File: src/rtl/spi_drv_pkg.sv
// rtl/spi_drv_pkg.sv - shared state codes, constants and helpers for the SPI frame sequencer
package spi_drv_pkg;

   localparam int TX_COUNT_W = 5;

   typedef logic [2:0] state_t;

   localparam state_t ST_IDLE   = 3'd0;
   localparam state_t ST_LOAD   = 3'd1;
   localparam state_t ST_SEND   = 3'd2;
   localparam state_t ST_SETTLE = 3'd3;
   localparam state_t ST_WAIT   = 3'd4;

   function automatic int clog2(input int value);
      int r;
      r = 0;
      while ((r < 31) && ((1 << r) < value)) r++;
      return r;
   endfunction

endpackage

File: src/rtl/spi_word_fifo.sv
// rtl/spi_word_fifo.sv - show-ahead command word FIFO, power-of-two depth
module spi_word_fifo
   import spi_drv_pkg::*;
#(
   parameter int WIDTH = 24,
   parameter int DEPTH = 4
) (
   input  logic                          i_clk,
   input  logic                          i_rst_n,
   input  logic                          i_push,
   input  logic [WIDTH-1:0]              i_data,
   input  logic                          i_pop,
   output logic [WIDTH-1:0]              o_head,
   output logic                          o_full,
   output logic                          o_empty,
   output logic [clog2(DEPTH+1)-1:0]     o_level
);

   localparam int AW = clog2(DEPTH);
   localparam int LW = clog2(DEPTH + 1);

   logic [WIDTH-1:0] r_mem [DEPTH];
   logic [AW-1:0]    r_wr_ptr;
   logic [AW-1:0]    r_rd_ptr;
   logic [LW-1:0]    r_level;
   logic             w_push;
   logic             w_pop;

   assign o_full  = (r_level == LW'(DEPTH));
   assign o_empty = (r_level == '0);
   assign w_push  = i_push && !o_full;
   assign w_pop   = i_pop && !o_empty;
   assign o_head  = r_mem[r_rd_ptr];
   assign o_level = r_level;

   always_ff @(posedge i_clk) begin
      if (w_push) r_mem[r_wr_ptr] <= i_data;
   end

   // Pointers wrap naturally because DEPTH is a power of two.
   always_ff @(posedge i_clk or negedge i_rst_n) begin
      if (!i_rst_n) begin
         r_wr_ptr <= '0;
         r_rd_ptr <= '0;
         r_level  <= '0;
      end else begin
         if (w_push) r_wr_ptr <= r_wr_ptr + AW'(1);
         if (w_pop)  r_rd_ptr <= r_rd_ptr + AW'(1);
         case ({w_push, w_pop})
            2'b10:   r_level <= r_level + LW'(1);
            2'b01:   r_level <= r_level - LW'(1);
            default: r_level <= r_level;
         endcase
      end
   end

endmodule

File: src/rtl/spi_frame_sequencer.sv
// rtl/spi_frame_sequencer.sv - buffers command words and serialises them MSB-first as byte handoffs
// Optional rx readback assembly: define SPI_FRAME_RX_CAPTURE_EN.
module spi_frame_sequencer
   import spi_drv_pkg::*;
#(
   parameter int FRAME_BYTES = 3,
   parameter int WORD_W      = 8 * FRAME_BYTES,
   parameter int FIFO_DEPTH  = 4,
   parameter int CNT_W       = 16
) (
   input  logic                              i_FPGA_clk,
   input  logic                              i_FPGA_rst,
   input  logic                              i_word_valid,
   input  logic [WORD_W-1:0]                 i_word,
   output logic                              o_word_ready,
   output logic [clog2(FIFO_DEPTH+1)-1:0]    o_fifo_level,
   output logic [TX_COUNT_W-1:0]             o_tx_count,
   output logic [7:0]                        o_tx_byte,
   output logic                              o_tx_dv,
   input  logic                              i_tx_ready,
   input  logic                              i_rx_dv,
   input  logic [7:0]                        i_rx_byte,
   output logic [WORD_W-1:0]                 o_rx_word,
   output logic                              o_rx_valid,
   output logic                              o_busy,
   output logic [CNT_W-1:0]                  o_frames_done
);

   localparam logic [1:0] LAST_IDX = 2'(FRAME_BYTES - 1);

   state_t            r_state;
   logic [WORD_W-1:0] r_sreg;
   logic [1:0]        r_byte_idx;
   logic [7:0]        r_tx_byte;
   logic [CNT_W-1:0]  r_frames_done;
   logic [WORD_W-1:0] w_head;
   logic              w_full;
   logic              w_empty;
   logic              w_push;
   logic              w_pop;
   logic              w_tx_dv;
   logic [7:0]        w_top_byte;

   assign o_word_ready  = !w_full;
   assign w_push        = i_word_valid && !w_full;
   assign w_pop         = (r_state == ST_LOAD);
   assign w_top_byte    = r_sreg[WORD_W-1 -: 8];
   assign w_tx_dv       = (r_state == ST_SEND) && i_tx_ready;
   assign o_tx_dv       = w_tx_dv;
   // Present the live byte with its strobe, then hold it until the next one.
   assign o_tx_byte     = w_tx_dv ? w_top_byte : r_tx_byte;
   assign o_tx_count    = TX_COUNT_W'(FRAME_BYTES);
   assign o_busy        = (r_state != ST_IDLE) || !w_empty;
   assign o_frames_done = r_frames_done;

   spi_word_fifo #(
      .WIDTH (WORD_W),
      .DEPTH (FIFO_DEPTH)
   ) u_fifo (
      .i_clk   (i_FPGA_clk),
      .i_rst_n (i_FPGA_rst),
      .i_push  (w_push),
      .i_data  (i_word),
      .i_pop   (w_pop),
      .o_head  (w_head),
      .o_full  (w_full),
      .o_empty (w_empty),
      .o_level (o_fifo_level)
   );

   always_ff @(posedge i_FPGA_clk or negedge i_FPGA_rst) begin
      if (!i_FPGA_rst) begin
         r_state       <= ST_IDLE;
         r_sreg        <= '0;
         r_byte_idx    <= '0;
         r_tx_byte     <= '0;
         r_frames_done <= '0;
      end else begin
         case (r_state)
            ST_IDLE: begin
               if (!w_empty) r_state <= ST_LOAD;
            end
            ST_LOAD: begin
               r_sreg     <= w_head;
               r_byte_idx <= '0;
               r_state    <= ST_SEND;
            end
            ST_SEND: begin
               if (i_tx_ready) begin
                  r_tx_byte <= w_top_byte;
                  r_sreg    <= r_sreg << 8;
                  r_state   <= ST_SETTLE;
               end
            end
            // The engine may still show ready here from the previous byte.
            ST_SETTLE: r_state <= ST_WAIT;
            ST_WAIT: begin
               if (i_tx_ready) begin
                  if (r_byte_idx == LAST_IDX) begin
                     r_frames_done <= r_frames_done + CNT_W'(1);
                     r_state       <= w_empty ? ST_IDLE : ST_LOAD;
                  end else begin
                     r_byte_idx <= r_byte_idx + 2'd1;
                     r_state    <= ST_SEND;
                  end
               end
            end
            default: r_state <= ST_IDLE;
         endcase
      end
   end

`ifdef SPI_FRAME_RX_CAPTURE_EN
   logic [WORD_W-1:0] r_rx_sreg;
   logic [WORD_W-1:0] r_rx_word;
   logic [WORD_W-1:0] w_rx_next;
   logic [1:0]        r_rx_cnt;
   logic              r_rx_valid;

   assign w_rx_next  = (r_rx_sreg << 8) | WORD_W'(i_rx_byte);
   assign o_rx_word  = r_rx_word;
   assign o_rx_valid = r_rx_valid;

   // Starting a new frame realigns the byte count with the transmit side.
   always_ff @(posedge i_FPGA_clk or negedge i_FPGA_rst) begin
      if (!i_FPGA_rst) begin
         r_rx_sreg  <= '0;
         r_rx_word  <= '0;
         r_rx_cnt   <= '0;
         r_rx_valid <= 1'b0;
      end else begin
         r_rx_valid <= 1'b0;
         if (r_state == ST_LOAD) begin
            r_rx_cnt <= '0;
         end else if (i_rx_dv) begin
            r_rx_sreg <= w_rx_next;
            if (r_rx_cnt == LAST_IDX) begin
               r_rx_word  <= w_rx_next;
               r_rx_valid <= 1'b1;
               r_rx_cnt   <= '0;
            end else begin
               r_rx_cnt <= r_rx_cnt + 2'd1;
            end
         end
      end
   end
`else
   logic w_unused_rx;

   assign w_unused_rx = ^{i_rx_dv, i_rx_byte};
   assign o_rx_word   = '0;
   assign o_rx_valid  = 1'b0;
`endif

endmodule

File: config.mk
export PLATFORM = sky130hd
export DESIGN_NAME = spi_frame_sequencer
export DESIGN_NICKNAME = d
export VERILOG_FILES = /design/src/rtl/spi_drv_pkg.sv /design/src/rtl/spi_word_fifo.sv /design/src/rtl/spi_frame_sequencer.sv
export SDC_FILE = /design/constraint.sdc
export NUM_CORES = 1
export LEC_CHECK = 0
export BUFFER_PORTS_ARGS = -buffer_cell sky130_fd_sc_hd__buf_4
export CAP_MARGIN = 20
export CORE_ASPECT_RATIO = 0.5
export CORE_MARGIN = 10
export CORE_UTILIZATION = 40
export DETAILED_ROUTE_END_ITERATION = 8
export GPL_TIMING_DRIVEN = 1
export PLACE_DENSITY = 0.64
export REMOVE_ABC_BUFFERS = 1
export SYNTH_ARGS = -nofsm -noshare
export SYNTH_HDL_FRONTEND = slang
export SYNTH_SLANG_ARGS = --single-unit
File: constraint.sdc
create_clock -name i_FPGA_clk -period 5.6 [get_ports i_FPGA_clk]
set_input_delay 0.84 -clock i_FPGA_clk [delete_from_list [all_inputs] [get_ports i_FPGA_clk]]
set_output_delay 0.84 -clock i_FPGA_clk [all_outputs]
set_load 0.01 [all_outputs]
==> run summary <==
Status - complete, no violations
All-Layer GR Usage - 11.1%
Pwr dens - 526 nW/um^2
Setup ws final - 2.37 ns
Commonest non-fill, non-tap cells in the layout - edfxtp_1, buf_4, dfrtp_1
Worst R2R Setup Slack - 3.20 ns
Worst Setup Path Type - reg -> out
Worst Path Required - 4.76 ns
Initial antenna violation count - 0
Worst reg2reg path depth - 8
Depth of the CTS H-tree - 4
Area growth from synthesis to layout - 16.5%
Most common cell after layout, fill and taps aside - edfxtp_1
Chip height - 111 um
Post-synthesis cell count - 419
Min Clock Period, post-route - 3.23 ns
Placer Congestion - 0.719
Reg clk slew, reported paths - 0.06 ns
Buffers on Ports - 57
Post-synth cell types - 45
Startpoint types - flip-flop
CP max stage delay - 0.64 ns
Final slew viol count - 0
Number of synthesized register bits - 156
Non-filler instance count after layout - 716
Asr flop ratio synth - 38.5%
# setup viols final - 0
CTS Root Cell - clkbuf_16
Largest net degree at the start of global routing - 61
Die width - 201 um
Initial DRC count - 274
DRC violations left - 0
Leak pwr - 3.09 nW
Post-synth EDFFs - 96
Fmax achieved - 310 MHz
Power Total - 4.02 mW
Clock buffer count from CTS - 17
Slew at the pin closest to its max-slew limit - 0.829 ns
Post-DP Area - 7080 sq um
# nets final - 527
RR Endpoint - u_fifo.o_level[2]
Largest family of logic cells by synthesized area - multiplexers
CP max FO - 18
First-pass GRT wire length - 19.7 mm
Critical path, cell by cell - nand2_2 > nor2_4 > mux2_2 > buf_4
Seq/Total Area, Yosys - 66.7%
Max-Cap Viols - 0
Vias per cell - 4.85
Setup TNS - 0 ns
Final hold vios - 0
Total overflow reported by the global router - 0
Hold buffer count at cts - 0
Placed Cells incl. Taps - 684
Mapped cell area - 6570 sq um
CP top delay family - simple AND/OR/NAND/NOR gates
Multiplexer share of the synthesized area - 10.4%
Unrepaired setup endpoints after global routing - no
Slew margin rel. - 44.7%
Setup WS pre-CTS - 2.75 ns
Routed wire length - 12.3 mm
Number of global-route vias before repair - 3614
Avg WL per Cell - 17.1 um
Final instance area - 7660 sq um
Yosys Warn Count - 0
Synth Area in XOR/XNOR - 2.80%
Hold Slack - 0.482 ns
Commonest register cell after synthesis - edfxtp_1
Worst Hold Class - reg -> reg
Core area - 15700 sq um
Synth Area in Simple Gates - 7.90%
Synth Area in Compound Gates - 4.65%
Buffer and inverter count on the worst path - 1
Resize count post-CTS - 0
WHS Endpoint - o_frames_done[15]
Crit path arrival time - 2.39 ns
Row count - 32
Crit end category - output port
Critical-path top delay cell - dfrtp_1
Antenna cells - 0
Cell count of the worst hold path - 1
Via count - 3472
Post-Synth Adder-Cell Area - 1.64%
DP HPWL - 7.74 mm
Initial Utilization - 41.8%
Total die area - 22300 sq um
Sink Count - 156
Final period utilization - 57.7%
Hold Startpoint - o_frames_done[15]
Post-CTS setup buffers - 0
Peak VDD IR - 0.253 mV
ANT nets after route - 0
Share of cells above drive strength 1 - 28.5%
IO Count - 97
Clk_lat worst skew - 0.42 ns
Worst reg2reg startpoint - r_state[1]
Cell count along the critical path - 4
CTS Buffer Depth - 2
Drt first pass iters - 4
Final Skew - 0.00813 ns
Syn avg cell area - 15.7 sq um
TritonCTS clock tree - done
Fin util - 48.7%
sequential cells by signal (all words and copies together) (netlist names), 3 cells and up:
name / flops
r_state: 3
r_sreg: 24
o_frames_done: 16
u_fifo.o_level: 3
r_tx_byte: 8
u_fifo.r_mem: 96
worst register-to-register path: stages, from the launching register on:
cell and delay, ns:
dfrtp_1 0.55, or3b_4 0.50, nor2_2 0.20, ha_1 0.21, inv_1 0.06, fa_1 0.38, xor2_1 0.15, nor2_1 0.11
xor2_1 0.16
worst max path at each step:
| stage | startpoint | endpoint | slack (ns) |
|---|---|---|---|
| 6_report | r_state[1] | o_tx_byte[3] | 2.37 |
| 3_5_place_dp | i_tx_ready | o_tx_byte[0] | 2.75 |
| 4_1_cts | r_state[1] | o_tx_byte[0] | 2.31 |
| 2_1_floorplan | i_tx_ready | o_tx_byte[0] | 3.21 |
| 3_3_place_gp | i_tx_ready | o_tx_byte[0] | 2.76 |
| 5_1_grt | r_state[1] | o_tx_byte[5] | 2.17 |
cell families after synthesis:
family,after synthesis
mux,37
buf+inv,56
other cells,2
compound gates,50
simple gates,89
xor+xnor,21
fa+ha+maj,8
flops,156
area by class of cell:
class	count	area (sq um)
fillers	1361	8080
flip-flops and latches	156	4380
clock inverters	14	148
multi-input cells	235	1910
clock buffers	18	429
repair buffers	63	473
well taps	221	277
inverters	9	33.8
power breakdown:
part | switching, mW | total, mW | internal (mW)
Combinational | 0.682 | 1.24 | 0.554
Clock | 0.513 | 1.11 | 0.596
Sequential | 0.137 | 1.68 | 1.54
Total | 1.33 | 4.02 | 2.69
cells in the mapped netlist (2+ instances only):
library cell | count | area [sq um]
edfxtp_1 | 96 | 2880
dfrtp_1 | 60 | 1500
a21oi_1 | 34 | 170
buf_4 | 32 | 240
nand2_1 | 28 | 105
mux4_2 | 24 | 541
nor2_1 | 23 | 86.3
xnor2_1 | 15 | 131
and3_1 | 9 | 56.3
buf_2 | 9 | 45.0
inv_1 | 9 | 33.8
mux2_2 | 9 | 101
a22o_1 | 8 | 70.1
ha_1 | 7 | 87.6
xor2_1 | 6 | 52.6
buf_6 | 5 | 56.3
nand3_1 | 5 | 25.0
mux2i_1 | 3 | 30.0
and2_1 | 2 | 12.5
and4_1 | 2 | 17.5
conb_1 | 2 | 7.51
nand4_1 | 2 | 12.5
nand4b_4 | 2 | 47.6
nor2_4 | 2 | 22.5
nor3_1 | 2 | 10.0
o21ai_0 | 2 | 10.0
o2bb2ai_1 | 2 | 17.5
or3b_4 | 2 | 22.5
metal layers:
| layer | vias up | routed length, um | GRT usage [%] |
|---|---|---|---|
| met5 | - | 0 | 0 |
| met4 | 0 | 145 | 4.15 |
| li1 | 1611 | - | - |
| met1 | 1769 | 5590 | 13.5 |
| met3 | 12 | 773 | 4.08 |
| met2 | 80 | 5750 | 17.8 |
(Power assumes the default switching activity.)
